===== config.mk =====
export PLATFORM = sky130hd
export DESIGN_NAME = inst_cache_dm
export DESIGN_NICKNAME = d
export VERILOG_FILES = /design/src/rtl/inst_cache_dm.sv
export SDC_FILE = /design/constraint.sdc
export NUM_CORES = 2
export LEC_CHECK = 0
export BUFFER_PORTS_ARGS = -buffer_cell sky130_fd_sc_hd__buf_2
export CORE_UTILIZATION = 24
export DETAILED_ROUTE_END_ITERATION = 10
export GPL_TIMING_DRIVEN = 1
export SETUP_SLACK_MARGIN = 0.5
export SLEW_MARGIN = 20
export SYNTH_ARGS = -nofsm -noshare
export SYNTH_HDL_FRONTEND = slang
export SYNTH_SLANG_ARGS = --single-unit

===== constraint.sdc =====
create_clock -name clk -period 3.5 [get_ports clk]
set_input_delay 0.525 -clock clk [delete_from_list [all_inputs] [get_ports clk]]
set_output_delay 0.525 -clock clk [all_outputs]
set_load 0.01 [all_outputs]

===== src/rtl/inst_cache_dm.sv =====
// -----------------------------------------------------------------------------
// inst_cache_dm
//   Direct-mapped, read-only instruction cache between instruction memory and
//   the core's fetch port. A hit returns the instruction combinationally in the
//   same cycle. A miss stalls the core and refills the whole line, one word per
//   memory req/ack beat, before the lookup is repeated.
//
// Ports
//   clk         in   1     clock, rising edge
//   reset       in   1     asynchronous reset, active low
//   addr_i      in   ADDR  fetch word address
//   inst_o      out  WORD  instruction at addr_i (0 when not a hit)
//   stall_o     out  1     1 = inst_o not valid this cycle, core must hold
//   flush_i     in   1     invalidate all lines
//   mem_req_o   out  1     refill read request
//   mem_addr_o  out  ADDR  refill word address
//   mem_ack_i   in   1     word accepted; mem_data_i valid this cycle
//   mem_data_i  in   WORD  refill data
// -----------------------------------------------------------------------------
module inst_cache_dm #(
    parameter int WORD  = 32,
    parameter int ADDR  = 32,
    parameter int LINES = 16,
    parameter int WPL   = 4
) (
    input  logic            clk,
    input  logic            reset,
    input  logic [ADDR-1:0] addr_i,
    output logic [WORD-1:0] inst_o,
    output logic            stall_o,
    input  logic            flush_i,
    output logic            mem_req_o,
    output logic [ADDR-1:0] mem_addr_o,
    input  logic            mem_ack_i,
    input  logic [WORD-1:0] mem_data_i
);

    localparam int IDX  = $clog2(LINES);
    localparam int OFF  = $clog2(WPL);
    localparam int TAGW = ADDR - OFF - IDX;
    localparam int LNW  = ADDR - OFF;              // line address width

    typedef enum logic {IDLE, REFILL} state_e;

    // Lookup address split
    logic [OFF-1:0]  a_off;
    logic [IDX-1:0]  a_idx;
    logic [TAGW-1:0] a_tag;

    assign a_off = addr_i[OFF-1:0];
    assign a_idx = addr_i[OFF+IDX-1:OFF];
    assign a_tag = addr_i[ADDR-1:OFF+IDX];

    // Control state
    state_e           state_q, state_d;
    logic [LNW-1:0]   line_q, line_d;              // latched line being refilled
    logic [OFF-1:0]   cnt_q, cnt_d;                // refill word counter
    logic             pend_q, pend_d;              // flush seen during refill
    logic [LINES-1:0] valid_q, valid_d;

    // Storage without reset
    logic [WORD-1:0]  data_q [LINES*WPL];
    logic [TAGW-1:0]  tag_q  [LINES];

    logic             data_we;
    logic             tag_we;
    logic [IDX-1:0]   r_idx;
    logic [TAGW-1:0]  r_tag;
    logic             hit;

    assign r_idx = line_q[IDX-1:0];
    assign r_tag = line_q[LNW-1:IDX];

    // The state term keeps the core stalled for the whole refill, whatever
    // addr_i points at meanwhile.
    assign hit     = (state_q == IDLE) && valid_q[a_idx] && (tag_q[a_idx] == a_tag);
    assign stall_o = ~hit;
    assign inst_o  = hit ? data_q[{a_idx, a_off}] : '0;

    // NOTE: every signal driven here gets a default first so no path through
    // the case statement leaves it unassigned and infers a latch.
    always_comb begin
        state_d    = state_q;
        line_d     = line_q;
        cnt_d      = cnt_q;
        pend_d     = pend_q;
        valid_d    = valid_q;
        data_we    = 1'b0;
        tag_we     = 1'b0;
        mem_req_o  = 1'b0;
        mem_addr_o = '0;

        case (state_q)
            IDLE: begin
                if (flush_i) begin
                    // Flush wins over a miss; the miss is retried next cycle.
                    valid_d = '0;
                end else if (!hit) begin
                    state_d        = REFILL;
                    line_d         = addr_i[ADDR-1:OFF];
                    cnt_d          = '0;
                    pend_d         = 1'b0;
                    // The old line is overwritten word by word, so drop it now.
                    valid_d[a_idx] = 1'b0;
                end
            end

            REFILL: begin
                mem_req_o  = 1'b1;
                mem_addr_o = {line_q, cnt_q};
                if (flush_i) begin
                    pend_d = 1'b1;
                end
                if (mem_ack_i) begin
                    data_we = 1'b1;
                    cnt_d   = cnt_q + OFF'(1);
                    if (cnt_q == OFF'(WPL - 1)) begin
                        tag_we  = 1'b1;
                        state_d = IDLE;
                        pend_d  = 1'b0;
                        if (pend_q || flush_i) begin
                            valid_d = '0;
                        end else begin
                            valid_d[r_idx] = 1'b1;
                        end
                    end
                end
            end

            default: state_d = IDLE;
        endcase
    end

    // NOTE: state registers use non-blocking assignments so every flop samples
    // the pre-edge values regardless of statement order.
    always_ff @(posedge clk or negedge reset) begin
        if (!reset) begin
            state_q <= IDLE;
            line_q  <= '0;
            cnt_q   <= '0;
            pend_q  <= 1'b0;
            valid_q <= '0;
        end else begin
            state_q <= state_d;
            line_q  <= line_d;
            cnt_q   <= cnt_d;
            pend_q  <= pend_d;
            valid_q <= valid_d;
        end
    end

    // NOTE: data and tag arrays are deliberately not reset; the valid bits
    // alone decide whether their contents are meaningful.
    always_ff @(posedge clk) begin
        if (data_we) begin
            data_q[{r_idx, cnt_q}] <= mem_data_i;
        end
        if (tag_we) begin
            tag_q[r_idx] <= r_tag;
        end
    end

endmodule


; Word level (Yosys, flattened, before mapping)
; Memory sizes are Yosys's and may differ from the RTL's.
; Cells that the tools add are included.
[totals]
regBits = 50
ramBits = 2464
input_bits = 68
out_inout_bits = 66
word_cells = 73
memories = 2
[memory_table]
columns = memory, words, word_bits, rd, rd_clocked_by_memory_dff, wr, line
row1 = data_q, 64, 32, 1, 0, 1, 62  ; logic [WORD-1:0] data_q [LINES*WPL];
row2 = tag_q, 16, 26, 1, 0, 1, 63  ; logic [TAGW-1:0] tag_q [LINES];
[classes]
add_sub_neg = 1
magnitude_cmp = 4
eq_ne = 7
mux = 39
bitwise = 6
n_reduce_logical = 9
[op_table]
columns = op, count
row1 = two-way mux 16 bit, 5
row2 = two-way mux 32 bit, 2
row3 = case mux 16 bit (2 select lines), 1
row4 = == test 26 bit, 1
row5 = two-way mux 1 bit, 22
row6 = bitwise AND 16 bit, 1
row7 = NOT 16 bit, 1
row8 = bitwise OR 16 bit, 1
row9 = "less-than comparator 4 x 5 -> 1 bit, second input constant", 2
row10 = AND reduction 3 bit, 3
row11 = demux 1 bit (select 4 bit), 2
row12 = "greater-or-equal comparator 4 x 1 -> 1 bit, second input constant", 2
row13 = two-way mux 2 bit, 3
row14 = "inequality test 2 bit, second input constant", 3
row15 = binary-select mux 1 bit (select 4 bit), 1
row16 = logical AND 1 bit, 4
row17 = case mux 1 bit (2 select lines), 2
row18 = case mux 2 bit (2 select lines), 1
row19 = "inequality test 3 bit, second input constant", 1
row20 = NOT 1 bit, 3
row21 = "adder 2 x 1 -> 2 bit, second input constant", 1
row22 = "== test 2 bit, second input constant", 1
row23 = "inequality test 2 x 1 -> 1 bit, second input constant", 1
row24 = AND reduction 2 bit, 1
row25 = logical OR 1 bit, 1

; Depth between registers and ports, before layout
[logic_depth]
word_depth = 9
ltp_mapped = 14
mapped_depth_nobuf = 8

; Worst setup path before layout
; No wires, ideal clock.
[synth_path]
path_type = input to output
start = input addr_i[2]
end = output inst_o[23]
t_arrival_ns = 3.422
required_ns = 2.975
path_slack_ns = -0.447
path_stages = 13
path_buffers = 5
cell_sequence = buf_6 > buf_12 > buf_6 > inv_6 > mux2i_1 > o22ai_1 > o41ai_1 > nand4_1 > or4_1 > or4_1 > buf_2 > buf_6 > nor4_2
[synth_via]
elab_chain_len = 5
elab_cells_between_ends = 8
classes_between = 1 x eq/ne / 3 x mux / 2 x reduce/logical / 2 x memory
[synth_lines]
columns = element, line
row1 = start: declaration, 28  ; input logic [ADDR-1:0] addr_i,
row2 = branches (longest 4 deep; another with memory read (16 x 26 bit)), n/a
row3 = two-way mux 32 bit *, 78  ; assign inst_o = hit ? data_q[{a_idx, a_off}] : '0;
row4 = end: declaration, 29  ; output logic [WORD-1:0] inst_o,
; Every way passes the cells marked *. The select of a mux whose other input is x is not followed.

; Worst setup path in the final report
[layout_path]
start = memory tag_q[5][1] (netlist name)
end = output inst_o[5]
[layout_via]
elab_chain_len = 4
[layout_lines]
columns = element, line
row1 = start: declaration, 63
row2 = memory read (16 x 26 bit), n/a
row3 = == test 26 bit, 76  ; assign hit = (state_q == IDLE) && valid_q[a_idx] && (tag_q[a_idx] == a_tag);
row4 = logical AND 1 bit, 76
row5 = two-way mux 32 bit, 78
; No other way between the ends.

==> report_table.html <==
<table>
<tr><th>Metric</th><th>Value</th></tr>
<tr><th colspan="2">Synthesis</th></tr>
<tr><td>Synth Net Count</td><td>4,374</td></tr>
<tr><td>Largest family of logic cells by synthesized area</td><td>multiplexers</td></tr>
<tr><td>Portion of netlist area occupied by mux cells</td><td>16.71%</td></tr>
<tr><td>Top_reg_cell synth</td><td>sky130_fd_sc_hd__edfxtp_1</td></tr>
<tr><td>Area share of fa/ha/maj cells after synthesis</td><td>less than 1%</td></tr>
<tr><td>Total of flip-flops plus latches after synthesis</td><td>about 2,500</td></tr>
<tr><td>Cells after synthesis</td><td>4,305</td></tr>
<tr><td>Async S/R FF share, synth</td><td>1.989%</td></tr>
<tr><td>Compound-Gate Fraction of Synth Area</td><td>2.329%</td></tr>
<tr><td>Post-Synth XOR/XNOR Area</td><td>less than 1%</td></tr>
<tr><td>Cell variety after synth</td><td>76</td></tr>
<tr><td>Sequential-to-total area share from yosys stat</td><td>a little under 80%</td></tr>
<tr><td>Count of flip-flops with a built-in enable after synthesis</td><td>approximately 2,500</td></tr>
<tr><td>Area of the mapped netlist</td><td>~97,000 um^2</td></tr>
<tr><td>Post-synthesis share of cell area spent on and, or, nand and nor gates</td><td>under 10%</td></tr>
<tr><td>Per-instance average area after synthesis</td><td>approximately 23 um^2</td></tr>
<tr><td>Yosys synthesis warning count</td><td>0</td></tr>
<tr><th colspan="2">Routing</th></tr>
<tr><td>Number of antenna-violating nets in the routed design</td><td>0</td></tr>
<tr><td>Via/cell ratio</td><td>4.869</td></tr>
<tr><td>Starting DRC count in detailed routing</td><td>a little under 7,000</td></tr>
<tr><td>Total detailed-routing wirelength</td><td>a little over 300 mm</td></tr>
<tr><td>Total vias in the final route</td><td>51,520</td></tr>
<tr><td># DRC</td><td>0</td></tr>
<tr><td>Number of detailed-routing iterations run before antenna repair</td><td>5</td></tr>
<tr><td>Routed length per placed instance</td><td>a little under 30 um</td></tr>
<tr><th colspan="2">Final layout</th></tr>
<tr><td>Layout-stage area growth over the synthesis result</td><td>22.52%</td></tr>
<tr><td>End-of-flow core utilization</td><td>between 20% and 30%</td></tr>
<tr><td>Proportion of layout cells with a drive suffix above 1</td><td>36.96%</td></tr>
<tr><td>Design area</td><td>between 100,000 and 150,000 um^2</td></tr>
<tr><td>Multi-input gate area</td><td>between 20,000 and 25,000 um^2</td></tr>
<tr><td>Number of nets at the end of the flow</td><td>5,186</td></tr>
<tr><td>Sequential standard cell area</td><td>approximately 75,000 um^2</td></tr>
<tr><td>Filler Cells Inserted</td><td>approximately 39,000</td></tr>
<tr><td>Count of placed standard cells in the final layout, fillers left out</td><td>10,581</td></tr>
<tr><th colspan="2">Timing</th></tr>
<tr><td>Final critical-path required period</td><td>4.945 ns</td></tr>
<tr><td>Max-slew headroom at the worst pin</td><td>a little under a quarter</td></tr>
<tr><td>Achievable frequency</td><td>between 200 and 250 MHz</td></tr>
<tr><td>Period Utilization, post-route</td><td>141.3%</td></tr>
<tr><td>Slew Limit Fails</td><td>0</td></tr>
<tr><td>Setup repair after global routing missed its margin</td><td>yes</td></tr>
<tr><td>Final setup skew</td><td>roughly 0.18 ns</td></tr>
<tr><td>Count of final setup violators</td><td>33</td></tr>
<tr><td>Final setup margin</td><td>-1.445 ns</td></tr>
<tr><td>Hold Violations, Final</td><td>0</td></tr>
<tr><td>Least-Margin Pin Slew</td><td>~1.1 ns</td></tr>
<tr><th colspan="2">Worst setup path</th></tr>
<tr><td>Path depth of the worst reg2reg path</td><td>13</td></tr>
<tr><td>Worst EP required</td><td>between 2 and 3 ns</td></tr>
<tr><td>Critical Setup Path Class</td><td>reg2out</td></tr>
<tr><td>Crit-path max FO</td><td>2</td></tr>
<tr><td>Endpoint arrival time on the critical path</td><td>roughly 4.4 ns</td></tr>
<tr><td>Nature of the critical path startpoint</td><td>flip-flop</td></tr>
<tr><td>Endpoint kind of the worst setup timing path</td><td>output pin</td></tr>
<tr><th colspan="2">Power</th></tr>
<tr><td>Combinational power share</td><td>about a tenth</td></tr>
<tr><td>Leak</td><td>37.42 nW</td></tr>
<tr><td>Psw</td><td>16.45 mW</td></tr>
<tr><td>IR Drop Worst-Case VDD</td><td>about 0.52 mV</td></tr>
<tr><td>Clock network power share</td><td>37.4%</td></tr>
<tr><td>Sequential fraction of design power</td><td>approximately 53%</td></tr>
<tr><td>Power density over cell area</td><td>572.7 nW/um^2</td></tr>
<tr><td>Net switching fraction of the power</td><td>approximately a quarter</td></tr>
<tr><td>Internal cell power</td><td>a little over 50 mW</td></tr>
<tr><th colspan="2">Flow run</th></tr>
<tr><td>Number of max-capacitance violations reported</td><td>0</td></tr>
<tr><th colspan="2">Clock network</th></tr>
<tr><td>TritonCTS Sinks</td><td>between 2,000 and 3,000</td></tr>
<tr><td>Library cell used as clock root buffer</td><td>sky130_fd_sc_hd__clkbuf_16</td></tr>
<tr><td>CTS buffer count</td><td>~240</td></tr>
<tr><td>Clock insertion delay at the later pin of the skew report</td><td>roughly 1 ns</td></tr>
<tr><td>CTS tree</td><td>built</td></tr>
<tr><td>Maximum clock path buffer count</td><td>4</td></tr>
<tr><td>Htree depth</td><td>4</td></tr>
<tr><td>CTS clk-pin slew, worst paths</td><td>about 0.060 ns</td></tr>
<tr><th colspan="2">Placement</th></tr>
<tr><td>Placer Congestion</td><td>a little under 0.9</td></tr>
<tr><td>Number of cells in the design after placement</td><td>roughly 10,000</td></tr>
<tr><td>Post-DP HPWL</td><td>between 150 and 200 mm</td></tr>
<tr><td>Count of input and output buffers</td><td>133</td></tr>
<tr><td>Placed standard-cell area</td><td>about 110,000 um^2</td></tr>
<tr><th colspan="2">Global routing</th></tr>
<tr><td>First-pass GRT wire length</td><td>between 400 and 500 mm</td></tr>
<tr><td>Antenna violations before repair</td><td>31</td></tr>
<tr><td>Number of global-route vias before repair</td><td>approximately 51,000</td></tr>
<tr><td>Global router's overall resource usage</td><td>14.75%</td></tr>
<tr><td>Gr ovfl total</td><td>0</td></tr>
<tr><td>Maximum number of pins on one net before global-route repair</td><td>between 60 and 70</td></tr>
<tr><th colspan="2">Floorplan</th></tr>
<tr><td>Number of placement rows</td><td>about 230</td></tr>
<tr><td>Die height</td><td>637.4 um</td></tr>
<tr><td>Core outline area</td><td>around 400,000 um^2</td></tr>
<tr><td>Full die area</td><td>406,300 um^2</td></tr>
<tr><td>IO Count</td><td>approximately 130</td></tr>
<tr><td>Initial Utilization</td><td>between 20% and 30%</td></tr>
<tr><td>Die boundary width</td><td>between 600 and 700 um</td></tr>
<tr><th colspan="2">Hold path</th></tr>
<tr><td>Worst Hold Depth</td><td>2</td></tr>
<tr><td>Tightest Hold Check Type</td><td>in2reg</td></tr>
<tr><th colspan="2">Outcome</th></tr>
<tr><td>Failing checks</td><td>negative setup slack</td></tr>
<tr><td>Status</td><td>finished, violations left</td></tr>
</table>
==> critical path: stages (launching register included) <==
cell,delay [ns]
sky130_fd_sc_hd__edfxtp_1,0.41
sky130_fd_sc_hd__mux4_2,0.47
sky130_fd_sc_hd__mux2i_1,0.35
sky130_fd_sc_hd__o21ai_0,0.15
sky130_fd_sc_hd__a221o_1,0.32
sky130_fd_sc_hd__a221oi_4,0.30
sky130_fd_sc_hd__nand2_1,0.11
sky130_fd_sc_hd__or4_4,0.60
sky130_fd_sc_hd__buf_6,0.18
sky130_fd_sc_hd__buf_12,0.12
sky130_fd_sc_hd__a211oi_4,0.34
sky130_fd_sc_hd__buf_2,0.21
==> power groups by stage <==
stage          clock network, mW  logic, mW  registers [mW]
4_1_cts                     25.7       6.66            35.9
3_5_place_dp                   0       6.44            36.5
6_report                    25.4       6.70            35.9
2_1_floorplan                  0       2.97            36.0
5_1_grt                     26.8       7.00            36.0
3_3_place_gp                   0       6.37            36.4
==> path summary, 6_finish.rpt <==
path	from	endpoint	slack, ns
worst max-delay path	tag_q[5][1]	inst_o[5]	-1.45
worst max register to register	tag_q[13][17]	line_q[27]	0.11
worst min register to register	line_q[0]	line_q[0]	0.55
min in group asynchronous	reset	line_q[16]	0.37
max in group asynchronous	reset	line_q[18]	2.35
worst min-delay path	addr_i[27]	line_q[25]	0.06
==> logic make-up (layout without fill, tap and decap cells) <==
family / after synthesis / in the layout
adder cells (fa/ha/maj): 1 / 1
AO/OA/AOI/OAI: 322 / 322
XOR/XNOR: 18 / 18
AND/OR/NAND/NOR: 389 / 389
flip-flops: 2514 / 2514
other: 0 / 10
multiplexers: 809 / 809
buffers and inverters: 252 / 1253
==> flip-flops by register name (all words and copies together), names as in the netlist <==
name	flops
data_q	2048
tag_q	416
line_q	30
valid_q	16
cnt_q	2
pend_q	1
state_q	1
==> cell type report <==
| class | count | share of cell area, % |
|---|---|---|
| well taps | 5265 | 5.549 |
| clock buffers | 307 | 5.376 |
| clock inverters | 126 | 0.9559 |
| flip-flops and latches | 2514 | 63.38 |
| diodes | 10 | 0.02108 |
| multi-input cells | 1539 | 18.25 |
| repair buffers | 794 | 6.383 |
| inverters | 26 | 0.09063 |
==> what timing repair did <==
| action | CTS | global route |
|---|---|---|
| gates resized for setup | 94 | 34 |
| pin swaps | 16 | 9 |
| hold endpoints to repair | 41 | 16 |
| endpoints found under the setup margin | 75 | 83 |
| hold buffers | 8 | 1 |
| buffers inserted | 10 | 8 |
| gates cloned | 1 | 2 |
==> metal layers <==
layer | vias to the layer above | wire length, um | GRT usage, %
met1 | 28028 | 119800 | 19.42
met3 | 561 | 30580 | 3.223
li1 | 20024 | - | -
met4 | 18 | 11110 | 4.411
met5 | - | 102 | 0
met2 | 2889 | 147400 | 24.32
==> through the flow <==
stage	power [mW]	hold WS [ns]	TNS (ns)	worst slack, ns
2_1_floorplan	38.93	0.2294	-7.217	-0.2760
3_3_place_gp	42.79	0.5117	-48.30	-1.382
3_5_place_dp	42.99	0.5252	-50.93	-1.383
4_1_cts	68.28	0.001568	-43.85	-1.476
5_1_grt	69.82	0.03453	-45.76	-1.494
6_report	68.00	0.06292	-42.97	-1.445
==> cell usage in the layout (no fill, tap or decap), types with 84 or more instances in the layout <==
master,n
sky130_fd_sc_hd__edfxtp_1,2464
sky130_fd_sc_hd__mux4_2,640
sky130_fd_sc_hd__buf_4,509
sky130_fd_sc_hd__clkbuf_16,246
sky130_fd_sc_hd__buf_12,129
sky130_fd_sc_hd__o22ai_1,119
sky130_fd_sc_hd__mux2i_1,115
sky130_fd_sc_hd__buf_2,103
sky130_fd_sc_hd__nor2_4,95
sky130_fd_sc_hd__nand2_1,84
==> synth_stat cells (all sizes together) (26+ instances only) <==
library cell | number | area share (%)
mux2 | 53 | 0.62
inv | 26 | 0.11
nor3 | 27 | 0.14
o22ai | 119 | 0.77
a21oi | 36 | 0.19
buf | 121 | 0.70
nand2 | 84 | 0.33
dfrtp | 50 | 1.3
a22oi | 28 | 0.22
mux4 | 641 | 15
clkbuf | 105 | 0.41
and2 | 40 | 0.26
nor2 | 145 | 0.56
edfxtp | 2464 | 76
o21ai | 26 | 0.13
mux2i | 115 | 1.2
Power figures use the tool's default switching activity.
